## src/rtl/riscv_pkg.sv

```systemverilog
// ---------------------------------------------------------------------------
// riscv_pkg
// Shared definitions for the ALU issue stage:
//   XLEN        default datapath width
//   ALU_*       ALU opcodes carried on ALUControl
//   fwd_sel_t   per-operand forwarding source select
//   rd_hits()   "destination register rd writes source rs" test; x0 never hits
// ---------------------------------------------------------------------------
package riscv_pkg;

  localparam int XLEN = 64;

  localparam logic [3:0] ALU_AND = 4'b0000;
  localparam logic [3:0] ALU_OR  = 4'b0001;
  localparam logic [3:0] ALU_ADD = 4'b0010;
  localparam logic [3:0] ALU_SUB = 4'b0110;

  typedef enum logic [1:0] {
    FWD_NONE  = 2'd0,
    FWD_EXMEM = 2'd1,
    FWD_MEMWB = 2'd2
  } fwd_sel_t;

  // x0 is hard-wired to zero, so a write to it never produces a value worth
  // forwarding or waiting for.
  function automatic logic rd_hits(input logic [4:0] rd, input logic [4:0] rs);
    return (rd != 5'd0) && (rd == rs);
  endfunction

endpackage

```

## src/rtl/alu_issue_stage_fwd_unit.sv

```systemverilog
// ---------------------------------------------------------------------------
// fwd_unit
// Combinational operand-source select and hazard detection for the entry
// held in the issue stage.
// Build option: ALU_ISSUE_FWD_EN
//   defined   - EX/MEM (non-load) and MEM/WB results are forwarded; only a
//               load in EX/MEM that writes rs1/rs2 stalls.
//   undefined - selects stay FWD_NONE; any EX/MEM or MEM/WB write to
//               rs1/rs2 stalls until the value reaches the held entry.
// Ports:
//   valid          held entry is valid
//   rs1, rs2       held source indices
//   ex_mem_rd      EX/MEM destination (0 = none)
//   ex_mem_is_load EX/MEM op is a load
//   mem_wb_rd      MEM/WB destination (0 = none)
//   sel_a, sel_b   operand source selects
//   hazard         held entry must not issue this cycle
// ---------------------------------------------------------------------------
module fwd_unit
  import riscv_pkg::*;
(
  input  logic       valid,
  input  logic [4:0] rs1,
  input  logic [4:0] rs2,
  input  logic [4:0] ex_mem_rd,
  input  logic       ex_mem_is_load,
  input  logic [4:0] mem_wb_rd,
  output fwd_sel_t   sel_a,
  output fwd_sel_t   sel_b,
  output logic       hazard
);

`ifdef ALU_ISSUE_FWD_EN

  // Forwarding selects (EX/MEM is younger, so it wins) and load-use hazard.
  always_comb begin
    sel_a  = FWD_NONE;
    sel_b  = FWD_NONE;
    hazard = 1'b0;

    if (rd_hits(ex_mem_rd, rs1) && !ex_mem_is_load) begin
      sel_a = FWD_EXMEM;
    end else if (rd_hits(mem_wb_rd, rs1)) begin
      sel_a = FWD_MEMWB;
    end else begin
      sel_a = FWD_NONE;
    end

    if (rd_hits(ex_mem_rd, rs2) && !ex_mem_is_load) begin
      sel_b = FWD_EXMEM;
    end else if (rd_hits(mem_wb_rd, rs2)) begin
      sel_b = FWD_MEMWB;
    end else begin
      sel_b = FWD_NONE;
    end

    if (valid && ex_mem_is_load &&
        (rd_hits(ex_mem_rd, rs1) || rd_hits(ex_mem_rd, rs2))) begin
      hazard = 1'b1;
    end else begin
      hazard = 1'b0;
    end
  end

`else

  // Load type is irrelevant when every in-flight producer stalls.
  logic unused_s;
  assign unused_s = ex_mem_is_load;

  // No forwarding: any pending producer of rs1/rs2 stalls the entry.
  always_comb begin
    sel_a  = FWD_NONE;
    sel_b  = FWD_NONE;
    hazard = 1'b0;
    if (valid &&
        (rd_hits(ex_mem_rd, rs1) || rd_hits(ex_mem_rd, rs2) ||
         rd_hits(mem_wb_rd, rs1) || rd_hits(mem_wb_rd, rs2))) begin
      hazard = 1'b1;
    end else begin
      hazard = 1'b0;
    end
  end

`endif

endmodule

```

## src/rtl/alu_issue_stage.sv

```systemverilog
// ---------------------------------------------------------------------------
// alu_issue_stage
// One-entry issue buffer between decode and the ALU. Captures a decoded op,
// resolves its operands (forwarding and MEM/WB snooping), stalls on hazards
// and hands the op to execute with a valid/ready handshake.
// Build option: ALU_ISSUE_FWD_EN (forwarding muxes present when defined).
// Ports:
//   clk, reset        clock, synchronous active-high reset
//   DValid/DReady     decode handshake
//   DRs1, DRs2, DRd   decoded register indices (DRd 0 = no writeback)
//   DRD1, DRD2        register-file read data
//   DImmExt, DALUSrc  immediate and SrcB select
//   DALUControl       ALU opcode
//   FlushE            squash held and offered op
//   ExMemRd/IsLoad/Result, MemWbRd/Result   downstream writeback info
//   EValid/EReady     execute handshake
//   SrcA, SrcB        resolved operands
//   ALUControl, RdE   held opcode and destination
// ---------------------------------------------------------------------------
module alu_issue_stage #(
  parameter int XLEN = riscv_pkg::XLEN
) (
  input  logic            clk,
  input  logic            reset,
  input  logic            DValid,
  output logic            DReady,
  input  logic [4:0]      DRs1,
  input  logic [4:0]      DRs2,
  input  logic [4:0]      DRd,
  input  logic [XLEN-1:0] DRD1,
  input  logic [XLEN-1:0] DRD2,
  input  logic [XLEN-1:0] DImmExt,
  input  logic            DALUSrc,
  input  logic [3:0]      DALUControl,
  input  logic            FlushE,
  input  logic [4:0]      ExMemRd,
  input  logic            ExMemIsLoad,
  input  logic [XLEN-1:0] ExMemResult,
  input  logic [4:0]      MemWbRd,
  input  logic [XLEN-1:0] MemWbResult,
  input  logic            EReady,
  output logic            EValid,
  output logic [XLEN-1:0] SrcA,
  output logic [XLEN-1:0] SrcB,
  output logic [3:0]      ALUControl,
  output logic [4:0]      RdE
);

  import riscv_pkg::*;

  logic            valid_r;
  logic [4:0]      rs1_r;
  logic [4:0]      rs2_r;
  logic [4:0]      rd_r;
  logic [XLEN-1:0] rd1_r;
  logic [XLEN-1:0] rd2_r;
  logic [XLEN-1:0] imm_r;
  logic            alusrc_r;
  logic [3:0]      aluctl_r;

  fwd_sel_t        sel_a_s;
  fwd_sel_t        sel_b_s;
  logic            hazard_s;
  logic            evalid_s;
  logic            dready_s;
  logic            accept_s;
  logic            issue_s;
  logic [XLEN-1:0] opa_s;
  logic [XLEN-1:0] opb_s;

  fwd_unit u_fwd (
    .valid          (valid_r),
    .rs1            (rs1_r),
    .rs2            (rs2_r),
    .ex_mem_rd      (ExMemRd),
    .ex_mem_is_load (ExMemIsLoad),
    .mem_wb_rd      (MemWbRd),
    .sel_a          (sel_a_s),
    .sel_b          (sel_b_s),
    .hazard         (hazard_s)
  );

  // An accept in the same cycle as an issue refills the entry, so the stage
  // sustains one op per cycle.
  assign evalid_s = valid_r && !hazard_s;
  assign dready_s = !FlushE && (!valid_r || (evalid_s && EReady));
  assign accept_s = DValid && dready_s;
  assign issue_s  = evalid_s && EReady;

`ifdef ALU_ISSUE_FWD_EN

  // Operand source muxes driven by the forwarding selects.
  always_comb begin
    opa_s = rd1_r;
    opb_s = rd2_r;
    case (sel_a_s)
      FWD_EXMEM: opa_s = ExMemResult;
      FWD_MEMWB: opa_s = MemWbResult;
      default:   opa_s = rd1_r;
    endcase
    case (sel_b_s)
      FWD_EXMEM: opb_s = ExMemResult;
      FWD_MEMWB: opb_s = MemWbResult;
      default:   opb_s = rd2_r;
    endcase
  end

`else

  // Without forwarding the selects and EX/MEM data are not consumed.
  logic unused_s;
  assign unused_s = ^{sel_a_s, sel_b_s, ExMemResult};

  assign opa_s = rd1_r;
  assign opb_s = rd2_r;

`endif

  // Held entry: reset, flush, capture with MEM/WB bypass, or issue + snoop.
  always_ff @(posedge clk) begin
    if (reset) begin
      valid_r  <= 1'b0;
      rs1_r    <= 5'd0;
      rs2_r    <= 5'd0;
      rd_r     <= 5'd0;
      rd1_r    <= {XLEN{1'b0}};
      rd2_r    <= {XLEN{1'b0}};
      imm_r    <= {XLEN{1'b0}};
      alusrc_r <= 1'b0;
      aluctl_r <= 4'd0;
    end else if (FlushE) begin
      valid_r <= 1'b0;
    end else if (accept_s) begin
      valid_r  <= 1'b1;
      rs1_r    <= DRs1;
      rs2_r    <= DRs2;
      rd_r     <= DRd;
      // The register file is written at the end of this cycle, so the
      // value read by decode may be stale; take the MEM/WB value instead.
      rd1_r    <= rd_hits(MemWbRd, DRs1) ? MemWbResult : DRD1;
      rd2_r    <= rd_hits(MemWbRd, DRs2) ? MemWbResult : DRD2;
      imm_r    <= DImmExt;
      alusrc_r <= DALUSrc;
      aluctl_r <= DALUControl;
    end else begin
      if (issue_s) begin
        valid_r <= 1'b0;
      end
      // Snoop retiring writes so a held op never loses a value that leaves
      // the pipeline while it waits.
      if (rd_hits(MemWbRd, rs1_r)) begin
        rd1_r <= MemWbResult;
      end
      if (rd_hits(MemWbRd, rs2_r)) begin
        rd2_r <= MemWbResult;
      end
    end
  end

  assign DReady     = dready_s;
  assign EValid     = evalid_s;
  assign SrcA       = opa_s;
  assign SrcB       = alusrc_r ? imm_r : opb_s;
  assign ALUControl = aluctl_r;
  assign RdE        = rd_r;

endmodule

```

## config.mk

```make
export PLATFORM = sky130hd
export DESIGN_NAME = alu_issue_stage
export DESIGN_NICKNAME = d
export VERILOG_FILES = /design/src/rtl/riscv_pkg.sv /design/src/rtl/alu_issue_stage_fwd_unit.sv /design/src/rtl/alu_issue_stage.sv
export SDC_FILE = /design/constraint.sdc
export NUM_CORES = 1
export LEC_CHECK = 0
export BUFFER_PORTS_ARGS = -buffer_cell sky130_fd_sc_hd__buf_2
export CORE_AREA = 2 2 191 193
export CTS_BUF_LIST = sky130_fd_sc_hd__clkbuf_2 sky130_fd_sc_hd__clkbuf_4 sky130_fd_sc_hd__clkbuf_8
export DETAILED_ROUTE_END_ITERATION = 10
export DIE_AREA = 0 0 193 195
export PLACE_DENSITY = 0.64
export SLEW_MARGIN = 15
export SYNTH_ARGS = -nofsm -noshare
export SYNTH_HDL_FRONTEND = slang
export SYNTH_SLANG_ARGS = --single-unit
```

## constraint.sdc

```tcl
create_clock -name clk -period 3.1 [get_ports clk]
set_input_delay 0.31 -clock clk [delete_from_list [all_inputs] [get_ports clk]]
set_output_delay 0.31 -clock clk [all_outputs]
set_load 0.1 [all_outputs]
```

==> results_dict.tcl, run 1 <==
set metrics [dict create \
    drc 0 \
    fin_tns_setup_ns 0 \
    maxCapViolations 0 \
    post-place-ws_ns 0.418 \
    via_count 12600 \
    insertion_delay_ns 0.58 \
    finalClockSkew_ns 0.0149 \
    rrSetupSlack_ns 0.22 \
    ys_seq_area_share_pct 41.2 \
    endpoint_kind "register" \
    stdcell_area_um2 17000 \
    hp-start "DRD1[1]" \
    drt_iter0_drc 601 \
    grt_max_degree 103 \
    synth_compound_area_share_pct 24.5 \
    critPathSlowestCell "dlygate4sd3_1" \
    drtAntennaViolNets 0 \
    cp.arrival_ns 3.38 \
    cts_num_sinks 213 \
    period_share_pct 92.8 \
    p_per_area_nw_per_um2 526 \
    drive_above_1_share_pct 35.0 \
    worst-path-buf-inv 3 \
    grt_pass1_wl_um 70300 \
    synth_flop_cell "dfxtp_1" \
    syn_to_final_growth_pct 63.8 \
    synth.most_common_cell "nand2_1" \
    routabilityCongestion 0.864 \
    die_area_um2 37600 \
    period_needed_ns 2.88 \
    die_h_um 195 \
    grtUsageTotal_pct 23.7 \
    synthSimpleGateAreaFrac_pct 18.3 \
    hold_path_class "in2reg" \
    grt_pass1_vias 13300 \
    ys_ff_latch 213 \
    synth_xor_area_share_pct 2.54 \
    crit_top_cell "a32oi_1" \
    syn_inst 1180 \
    overflow 0 \
    portBuffers 429 \
    cts_buffers 41 \
    async_reset_ff_share_pct 0 \
    io_pins 495 \
    leakagePower_nw 7.36 \
    ir_drop_v 0.000360 \
    fin_nets 2240 \
    power_mw 8.92 \
    r2r_cells 10 \
    status "finished, final reports clean" \
    synthAdderAreaFrac_pct 0 \
    antenna_found_initial 2 \
    synth_edf_count 0 \
    dp_hpwl_um 27100 \
    critPathMaxStageDelay_ns 0.66 \
    slew_headroom_pct 42.7 \
    hold_viol_final 0 \
    wl_per_cell_um 19.5 \
    viasPerCell 5.28 \
    yosys.area.top_type "dfxtp_1" \
    min_to "SrcA[1]$_SDFFE_PP0P_" \
    initial_core_util_pct 29.2 \
    die_w_um 193 \
    synth_top_area_share_pct 41.2 \
    timing.rr.end "SrcA[8]$_SDFFE_PP0P_" \
    synth_area_um2 10300 \
    dr.pass1.iters 5 \
    htreeDepth 2 \
    slew_violations 0 \
    core_um2 35400 \
    synth_nets 1536 \
    rsz0062_at_grt "no" \
    cp_top_family "buffers and inverters" \
    row_count 69 \
    setup_viol 0 \
    drt-total-wl_um 46400 \
    synth_top_family_by_area "compound AO/OA/AOI/OAI gates" \
    syn_avg_cell_area_um2 8.77 \
    worst-slew-pin-transition_ns 0.860 \
    place_area_um2 12800 \
    cts_tree "yes" \
    clk_path_buf_depth 3 \
    crit_type "reg2reg" \
    timing.final.ws_setup_ns 0.222 \
    synth_commonest_cells "nand2_1 (305), dfxtp_1 (213), a21oi_1 (91)" \
    cts_root_buf "clkbuf_8" \
    whs_path_depth 3 \
    crit_chain "xor2_1 -> nor3_1 -> a32oi_1 -> o21ai_1 -> o41ai_4 -> buf_4 -> buf_6 -> a32oi_1 -> dlygate4sd3_1 -> o211ai_2" \
    nFillCells 3210 \
    synth_mux_area_share_pct 6.96 \
    critPathRequiredTime_ns 3.61 \
    critPathLaunchType "register" \
    synth_area_leaders "dfxtp_1 (41%), nand2_1 (11%), o211ai_2 (7.0%), mux2_2 (7.0%), a221o_1 (6.3%)" \
    synth.distinct_cells 42 \
    yosys_warnings 0 \
    timing.rr.start "rs1_r[4]$_SDFFE_PP0P_" \
    fmax_ghz 0.347 \
    clk_pin_slew_ns 0.06 \
    cp_max_fo 24 \
]
==> through the flow <==
step / cells / utilization (%) / hold slack (ns)
floorplan: 1180 / - / 0.426
detailed placement: 1982 / 36.1 / 0.443
global route: 2376 / 47.9 / 0.0285
CTS: 2374 / 47.8 / 0.00381
finish: 2377 / 47.9 / 0.0315
global placement: 1982 / 36.1 / 0.439
==> routing by layer <==
metal | wire [um] | share of wire (%) | vias to the layer above | track usage [%]
li1 | - | - | 5659 | -
met1 | 17700 | 38 | 5928 | 25.9
met2 | 21900 | 47 | 766 | 39.6
met3 | 4010 | 8.6 | 197 | 6.07
met4 | 2770 | 6.0 | 2 | 16.7
met5 | 13 | 0.028 | - | 0
==> how the worst max path moves through the flow <==
stage                     startpoint                     to  slack (ns)  cells after the start
6_report       rs1_r[4]$_SDFFE_PP0P_   SrcA[8]$_SDFFE_PP0P_        0.22                     10
3_5_place_dp              MemWbRd[0]   SrcA[6]$_SDFFE_PP0P_        0.42                      9
5_1_grt        rs1_r[4]$_SDFFE_PP0P_                 DReady        0.07                      7
2_1_floorplan             ExMemRd[3]                 DReady        0.01                      5
4_1_cts        rs1_r[4]$_SDFFE_PP0P_  SrcA[19]$_SDFFE_PP0P_        0.11                      9
3_3_place_gp              MemWbRd[0]  SrcA[14]$_SDFFE_PP0P_        0.45                      9
==> tightest hold or removal path, delay by kind of cell <==
family                 cells  cell delay, ns
buffers and inverters      1            0.13
AOI/OAI and AO/OA          2            0.14
==> final cells by class <==
cell class / instances / area [um^2] / area share (%)
inverters: 7 / 26.3 / 0.155
multi-input cells: 847 / 5480 / 32.3
flip-flops and latches: 213 / 4270 / 25.2
diodes: 2 / 5.00 / 0.0295
clock inverters: 8 / 118 / 0.694
repair buffers: 774 / 5660 / 33.4
well taps: 461 / 577 / 3.40
clock buffers: 65 / 826 / 4.87
==> state kept, by name (all words and copies together), names as in the netlist <==
name / cells
ALUControl: 4
RdE: 5
SrcA: 64
alusrc_r: 1
imm_r: 64
opb_s: 64
rs1_r: 5
rs2_r: 5
valid_r: 1
==> placed cells by master (no fill, tap or decap), types with 6 or more instances in the layout <==
cell,instances
xor2_1,13
inv_1,6
dlygate4sd3_1,319
nand2_1,305
o211ai_2,58
buf_12,9
a221o_1,64
nor3_1,8
buf_2,428
clkbuf_8,54
mux2_2,64
a21oi_1,89
nand3_1,62
a32oi_1,59
buf_4,16
nor2_1,69
dfxtp_1,212
clkbuf_4,11
xnor2_1,17
==> cell families (layout without fill, tap and decap cells) <==
group                  count (synthesis)  in the layout
AO/OA/AOI/OAI                        292            292
XOR/XNOR                              30             30
buffers and inverters                120            854
flip-flops                           213            213
multiplexers                          64             64
other                                  0              2
AND/OR/NAND/NOR                      461            461
==> what timing repair did <==
action                     4_1_cts  5_1_grt
gates resized for setup          0        3
hold endpoints to repair       209        0
setup endpoints to repair        0       34
buffers inserted                 0        1
hold buffers                   319        0
==> where the power goes <==
group	total, mW	switching (mW)	internal (mW)
Clock	3.22	1.28	1.94
Combinational	2.63	1.83	0.796
Sequential	3.07	0.131	2.94
Total	8.92	3.24	5.67
No activity file was read; power rests on OpenSTA's default activity.
==> run 2: changes to the inputs <==
BUFFER_PORTS_ARGS = default   (was -buffer_cell sky130_fd_sc_hd__buf_2)
DONT_BUFFER_PORTS = 1   (was default)
PLACE_DENSITY = 0.52   (was 0.64)
==> run 2 against run 1 <==
Compared with the run above: the run now fails in clock tree synthesis; synthesized area stayed put; synthesized cell count stayed put.
==> results_dict.tcl, run 2 <==
set metrics [dict create \
    status "aborted with a tool error" \
    haltStage "clock tree synthesis" \
    stop_error "[ERROR RSZ-0060] Max buffer count reached." \
    syn_avg_cell_area_um2 8.77 \
    clk_path_buf_depth 3 \
    synth_top_area_share_pct 41.2 \
    synth_area_um2 10300 \
    synth.distinct_cells 42 \
    ctsResizeCount 0 \
    place_area_um2 10600 \
    die_w_um 193 \
    initial_core_util_pct 29.2 \
    cts_num_sinks 213 \
    async_reset_ff_share_pct 0 \
    cts_root_buf "clkbuf_8" \
    synth.most_common_cell "nand2_1" \
    synth_flop_cell "dfxtp_1" \
    portBuffers 0 \
    row_count 69 \
    ys_seq_area_share_pct 41.2 \
    cts_hold_buf 324 \
    syn_inst 1180 \
    yosys_warnings 0 \
    dp_hpwl_um 26100 \
    synth_nets 1536 \
    ys_ff_latch 213 \
    htreeDepth 2 \
    routabilityCongestion 0.854 \
    cts_setup_buffers 0 \
    synth_area_leaders "dfxtp_1 (41%), nand2_1 (11%), o211ai_2 (7.0%), mux2_2 (7.0%), a221o_1 (6.3%)" \
    cts_buffers 39 \
    post-place-cells 1556 \
    io_pins 495 \
    synth_commonest_cells "nand2_1 (305), dfxtp_1 (213), a21oi_1 (91)" \
    yosys.area.top_type "dfxtp_1" \
    synth_edf_count 0 \
    die_h_um 195 \
]
-- run 2: cell counts after synthesis --
No cell type changed its count.
-- run 2: cell families after synthesis --
group / count (synthesis) / synth area share [%]
and+or+nand+nor: 461 / 18.3
muxes: 64 / 6.96
AOI/OAI and AO/OA: 292 / 24.5
buffers and inverters: 120 / 6.43
DFF: 213 / 41.2
xor gates and xnor gates: 30 / 2.54
-- run 2: per-stage QoR --
| step | hold WS (ns) | worst slack [ns] |
|---|---|---|
| global placement | 0.389 | 0.584 |
| detailed placement | 0.389 | 0.554 |
| floorplan | 0.426 | 0.0139 |
==> run 3: changes to the inputs <==
CORE_AREA = default   (was 2 2 191 193)
CORE_MARGIN = 2   (was default)
CORE_UTILIZATION = 20   (was default)
CTS_BUF_LIST = default   (was sky130_fd_sc_hd__clkbuf_2 sky130_fd_sc_hd__clkbuf_4 sky130_fd_sc_hd__clkbuf_8)
DIE_AREA = default   (was 0 0 193 195)
PLACE_DENSITY = default   (was 0.52)
PLACE_DENSITY_LB_ADDON = 0.15   (was default)
==> run 3 against run 2 <==
Compared with the run above: the flow now finishes without violations.
==> results_dict.tcl, run 3 (same netlist as run 1, synthesis figures left out) <==
set metrics [dict create \
    hold_ws_ns 0.0182 \
    place_area_um2 11000 \
    crit_chain "xor2_1 -> nor3_1 -> a32oi_1 -> o21a_2 -> a21oi_1 -> nor3_4 -> buf_4 -> o211ai_2 -> dlygate4sd3_1" \
    dr.pass1.iters 4 \
    row_count 83 \
    r2r_cells 9 \
    crit_type "reg2reg" \
    die_area_um2 53600 \
    drtAntennaViolNets 0 \
    critPathSlowestCell "dlygate4sd3_1" \
    period_needed_ns 2.90 \
    cts_root_buf "clkbuf_16" \
    endpoint_kind "register" \
    rsz0062_at_grt "no" \
    final_cell_mix "dlygate4sd3_1 (327), nand2_1 (305), dfxtp_1 (212)" \
    worst-slew-pin-transition_ns 1.12 \
    timing.final.ws_setup_ns 0.196 \
    cts_buffers 28 \
    cp_top_family "buffers and inverters" \
    nFillCells 5437 \
    overflow 0 \
    finalClockSkew_ns 0.0118 \
    clk_path_buf_depth 3 \
    slew_headroom_pct 25.2 \
    hold_viol_final 0 \
    initial_core_util_pct 20.2 \
    cp_max_fo 23 \
    slew_violations 0 \
    fin_nets 1817 \
    grt_pass1_wl_um 68900 \
    io_pins 495 \
    worst-path-buf-inv 2 \
    mostFrequentLayoutCell "dlygate4sd3_1" \
    leakagePower_nw 5.62 \
    period_share_pct 93.7 \
    whs_path_depth 3 \
    setup_viol 0 \
    p_per_area_nw_per_um2 572 \
    critPathMaxStageDelay_ns 0.57 \
    drt_iter0_drc 446 \
    syn_to_final_growth_pct 48.5 \
    maxCapViolations 0 \
    viasPerCell 4.75 \
    cts_tree "yes" \
    grt_max_degree 181 \
    grtUsageTotal_pct 16.7 \
    portBuffers 0 \
    min_to "opb_s[20]$_SDFFE_PP0P_" \
    timing.rr.end "SrcA[61]$_SDFFE_PP0P_" \
    hp-start "MemWbResult[20]" \
    critPathRequiredTime_ns 3.53 \
    via_count 10300 \
    critPathLaunchType "register" \
    die_w_um 231 \
    die_h_um 231 \
    grt_pass1_vias 11300 \
    rrSetupSlack_ns 0.20 \
    status "finished, final reports clean" \
    insertion_delay_ns 0.56 \
    ir_drop_v 0.000406 \
    hold_path_class "in2reg" \
    dp_hpwl_um 28900 \
    cp.arrival_ns 3.34 \
    drive_above_1_share_pct 15.4 \
    cts_num_sinks 213 \
    fmax_ghz 0.344 \
    clk_pin_slew_ns 0.06 \
    post-place-ws_ns 0.480 \
    stdcell_area_um2 15400 \
    drt-total-wl_um 47800 \
    wl_per_cell_um 22.1 \
    timing.rr.start "rs1_r[0]$_SDFFE_PP0P_" \
    drc 0 \
    antenna_found_initial 3 \
    core_um2 51200 \
    htreeDepth 1 \
    fin_tns_setup_ns 0 \
    routabilityCongestion 0.742 \
    power_mw 8.80 \
]
==> run 3: per-stage QoR <==
step           instances  utilization (%)
2_1_floorplan       1180                -
3_3_place_gp        1775             21.5
3_5_place_dp        1775             21.5
4_1_cts             2155             29.8
5_1_grt             2164             30.0
6_report            2165             30.0
==> run 3: final cells by class <==
type | instances | area, um^2 | share of cell area [%]
antenna | 2 | 5.00 | 0.0326
clock buffer | 41 | 841 | 5.47
clock inverter | 11 | 115 | 0.749
inverter | 7 | 26.3 | 0.171
multi-input combinational | 849 | 5530 | 36.0
sequential | 213 | 4270 | 27.8
tap | 680 | 851 | 5.54
timing repair buffer | 362 | 3740 | 24.3
==> run 3: timing repair <==
item                       4_1_cts  5_1_grt
hold buffers                   328        0
buffers inserted                 0        6
resized for setup                0        6
setup endpoints to repair        0       30
hold endpoints to repair       213        0
==> run 3: how the worst max path moves through the flow <==
| stage | start | endpoint | slack [ns] | cells past startpoint |
|---|---|---|---|---|
| floorplan | ExMemRd[3] | DReady | 0.01 | 5 |
| global placement | rs2_r[0]$_SDFFE_PP0P_ | opb_s[49]$_SDFFE_PP0P_ | 0.48 | 7 |
| detailed placement | ExMemRd[3] | opb_s[47]$_SDFFE_PP0P_ | 0.48 | 6 |
| CTS | rs1_r[0]$_SDFFE_PP0P_ | SrcA[57]$_SDFFE_PP0P_ | 0.02 | 9 |
| global route | rs2_r[0]$_SDFFE_PP0P_ | SrcA[61]$_SDFFE_PP0P_ | 0.01 | 9 |
| finish | rs1_r[0]$_SDFFE_PP0P_ | SrcA[61]$_SDFFE_PP0P_ | 0.20 | 9 |
==> run 3: worst register-to-register path, delay by kind of cell, from the launching register on <==
family	cells	cell delay (ns)
simple gates	2	0.28
buf+inv	2	1.02
xor+xnor	1	0.18
compound gates	4	0.92
flops	1	0.39
==> run 3: report_power, final <==
part           switching, mW  internal (mW)
registers              0.658           2.94
logic                   1.20          0.624
clock network           1.33           2.04
total                   3.19           5.60
==> run 3: metal layers <==
| metal | track usage, % | share of wire (%) | vias up |
|---|---|---|---|
| met5 | 0 | 0 | - |
| met4 | 4.98 | 2.4 | 0 |
| met3 | 4.11 | 7.4 | 63 |
| met2 | 28.7 | 47 | 367 |
| met1 | 20.5 | 43 | 5034 |
| li1 | - | - | 4826 |
==> run 4: changes to the inputs <==
ABC_AREA = 1   (was default)
CORE_AREA = 2 2 194 196   (was default)
CORE_MARGIN = default   (was 2)
CORE_UTILIZATION = default   (was 20)
DIE_AREA = 0 0 196 198   (was default)
==> run 4 against run 3 <==
Compared with the run above: flip-flop and latch count unchanged; clock skew up 0.0015 ns; cell count up 19%; highest routed layer unchanged; critical endpoint is now SrcA[22]$_SDFFE_PP0P_.
==> results_dict.tcl, run 4 <==
set metrics [dict create \
    timing.final.ws_setup_ns 0.180 \
    synth_nets 2300 \
    synth_area_leaders "dfxtp_1 (35%), nand3_1 (22%), nand2_1 (11%), o21ai_0 (11%), inv_1 (8.4%)" \
    wl_per_cell_um 18.5 \
    grt_pass1_wl_um 72200 \
    stdcell_area_um2 15800 \
    viasPerCell 5.25 \
    critPathMaxStageDelay_ns 0.55 \
    drt-total-wl_um 47500 \
    via_count 13500 \
    drc 0 \
    synth.distinct_cells 23 \
    worst-slew-pin-transition_ns 1.12 \
    synth_flop_cell "dfxtp_1" \
    ir_drop_v 0.000402 \
    io_pins 495 \
    cp.arrival_ns 3.42 \
    rsz0062_at_grt "no" \
    mostFrequentLayoutCell "nand3_1" \
    nFillCells 3966 \
    crit_chain "inv_1 -> nand2_1 -> nand2_1 -> nor2_1 -> nand3_1 -> nand2_1 -> nor2_2 -> nand3_2 -> nand2_1 -> nand3_4 -> buf_12 -> nand3_1 -> nand3_1 -> dlygate4sd3_1 -> nand2_1 -> inv_1" \
    dr.pass1.iters 5 \
    ys_seq_area_share_pct 35.1 \
    place_area_um2 13200 \
    cp_max_fo 163 \
    antenna_found_initial 1 \
    critPathSlowestCell "dlygate4sd3_1" \
    critPathLaunchType "register" \
    cts_buffers 28 \
    yosys.area.top_type "dfxtp_1" \
    die_w_um 196 \
    status "finished, final reports clean" \
    ctsResizeCount 0 \
    synth_edf_count 0 \
    grt_pass1_vias 13000 \
    period_share_pct 94.2 \
    portBuffers 0 \
    synth_area_um2 12100 \
    clk_pin_slew_ns 0.06 \
    post-place-cells 2353 \
    antenna_cells 0 \
    leakagePower_nw 7.69 \
    finalClockSkew_ns 0.0133 \
    cts_setup_buffers 0 \
    crit_top_cell "nand2_1" \
    die_area_um2 38800 \
    slew_violations 0 \
    post-place-ws_ns 0.607 \
    hold_viol_final 0 \
    power_mw 8.41 \
    grt_max_degree 221 \
    die_h_um 198 \
    endpoint_kind "register" \
    ys_ff_latch 213 \
    overflow 0 \
    maxCapViolations 0 \
    core_um2 37000 \
    initial_core_util_pct 32.8 \
    clk_path_buf_depth 3 \
    crit_type "reg2reg" \
    finalNonFillerCells 2567 \
    cts_num_sinks 213 \
    insertion_delay_ns 0.55 \
    async_reset_ff_share_pct 0 \
    routabilityCongestion 0.888 \
    cts_tree "yes" \
    setup_viol 0 \
    drive_above_1_share_pct 10.7 \
    syn_avg_cell_area_um2 6.24 \
    drt_iter0_drc 748 \
    yosys_warnings 0 \
    syn_inst 1944 \
    htreeDepth 1 \
    cts_hold_buf 165 \
    synth_commonest_cells "nand3_1 (533), nand2_1 (361), inv_1 (272)" \
    hold_path_class "in2reg" \
    synth_top_area_share_pct 35.1 \
    drtAntennaViolNets 0 \
    fmax_ghz 0.342 \
    period_needed_ns 2.92 \
    cts_root_buf "clkbuf_16" \
    fin_nets 2430 \
    dp_hpwl_um 28900 \
    syn_to_final_growth_pct 29.9 \
    hold_ws_ns 0.0118 \
    critPathRequiredTime_ns 3.60 \
    synth.most_common_cell "nand3_1" \
    row_count 71 \
    p_per_area_nw_per_um2 534 \
    final_cell_mix "nand3_1 (533), nand2_1 (360), inv_1 (271)" \
    grtUsageTotal_pct 23.3 \
    slew_headroom_pct 25.1 \
]
-- run 4: cell count changes after synthesis, sizes merged, moves of 58 or more --
cell	previous run	this run
mux2	64	0
o211ai	58	0
nor2	71	11
nand3	63	535
inv	7	274
a32oi	59	0
a221o	65	0
o21ai	1	262
-- run 4: metrics by stage --
stage	utilization, %	TNS [ns]
after floorplan	-	-1.22
after global placement	35.7	0
after detailed placement	35.7	0
after CTS	42.7	0
after global routing	42.7	0
final	42.7	0
-- run 4: final timing paths --
path                                          endpoint  cells after the start  slack (ns)              startpoint
worst max register to register   SrcA[22]$_SDFFE_PP0P_                     16        0.18   rs1_r[1]$_SDFFE_PP0P_
worst min register to register  imm_r[25]$_SDFFE_PP0P_                      2        0.47  imm_r[25]$_SDFFE_PP0P_
worst min-delay path             rs1_r[4]$_SDFFE_PP0P_                      2        0.01                 DRs1[4]
worst max-delay path             SrcA[22]$_SDFFE_PP0P_                     16        0.18   rs1_r[1]$_SDFFE_PP0P_
-- run 4: kinds of logic after synthesis --
logic type / synth area share [%]
and+or+nand+nor: 33.9
DFF: 35.1
buffers and inverters: 14.8
AOI/OAI and AO/OA: 14.5
xor gates and xnor gates: 1.66
-- run 4: cell type report --
| cell class | count | area, um^2 | area share, % |
|---|---|---|---|
| sequential | 213 | 4260 | 27.0 |
| clock buffer | 39 | 793 | 5.03 |
| tap | 474 | 593 | 3.76 |
| multi-input combinational | 1284 | 6340 | 40.2 |
| timing repair buffer | 272 | 2590 | 16.4 |
| inverter | 275 | 1040 | 6.61 |
| clock inverter | 10 | 140 | 0.889 |
-- run 4: critical path, delay by kind of cell, from the launching register on --
family | cells | cell delay (ns)
DFF | 1 | 0.34
buffers and inverters | 4 | 1.05
and+or+nand+nor | 12 | 1.24
-- run 4: layer usage --
metal | part of all wire (%) | track usage, %
met4 | 3.9 | 9.57
met2 | 47 | 39.9
met5 | 0 | 0
met1 | 39 | 26.8
met3 | 9.9 | 7.61
-- run 4: report_power, final --
part | switching [mW] | internal, mW
registers | 0.367 | 2.90
clock network | 1.30 | 2.03
logic | 1.25 | 0.555
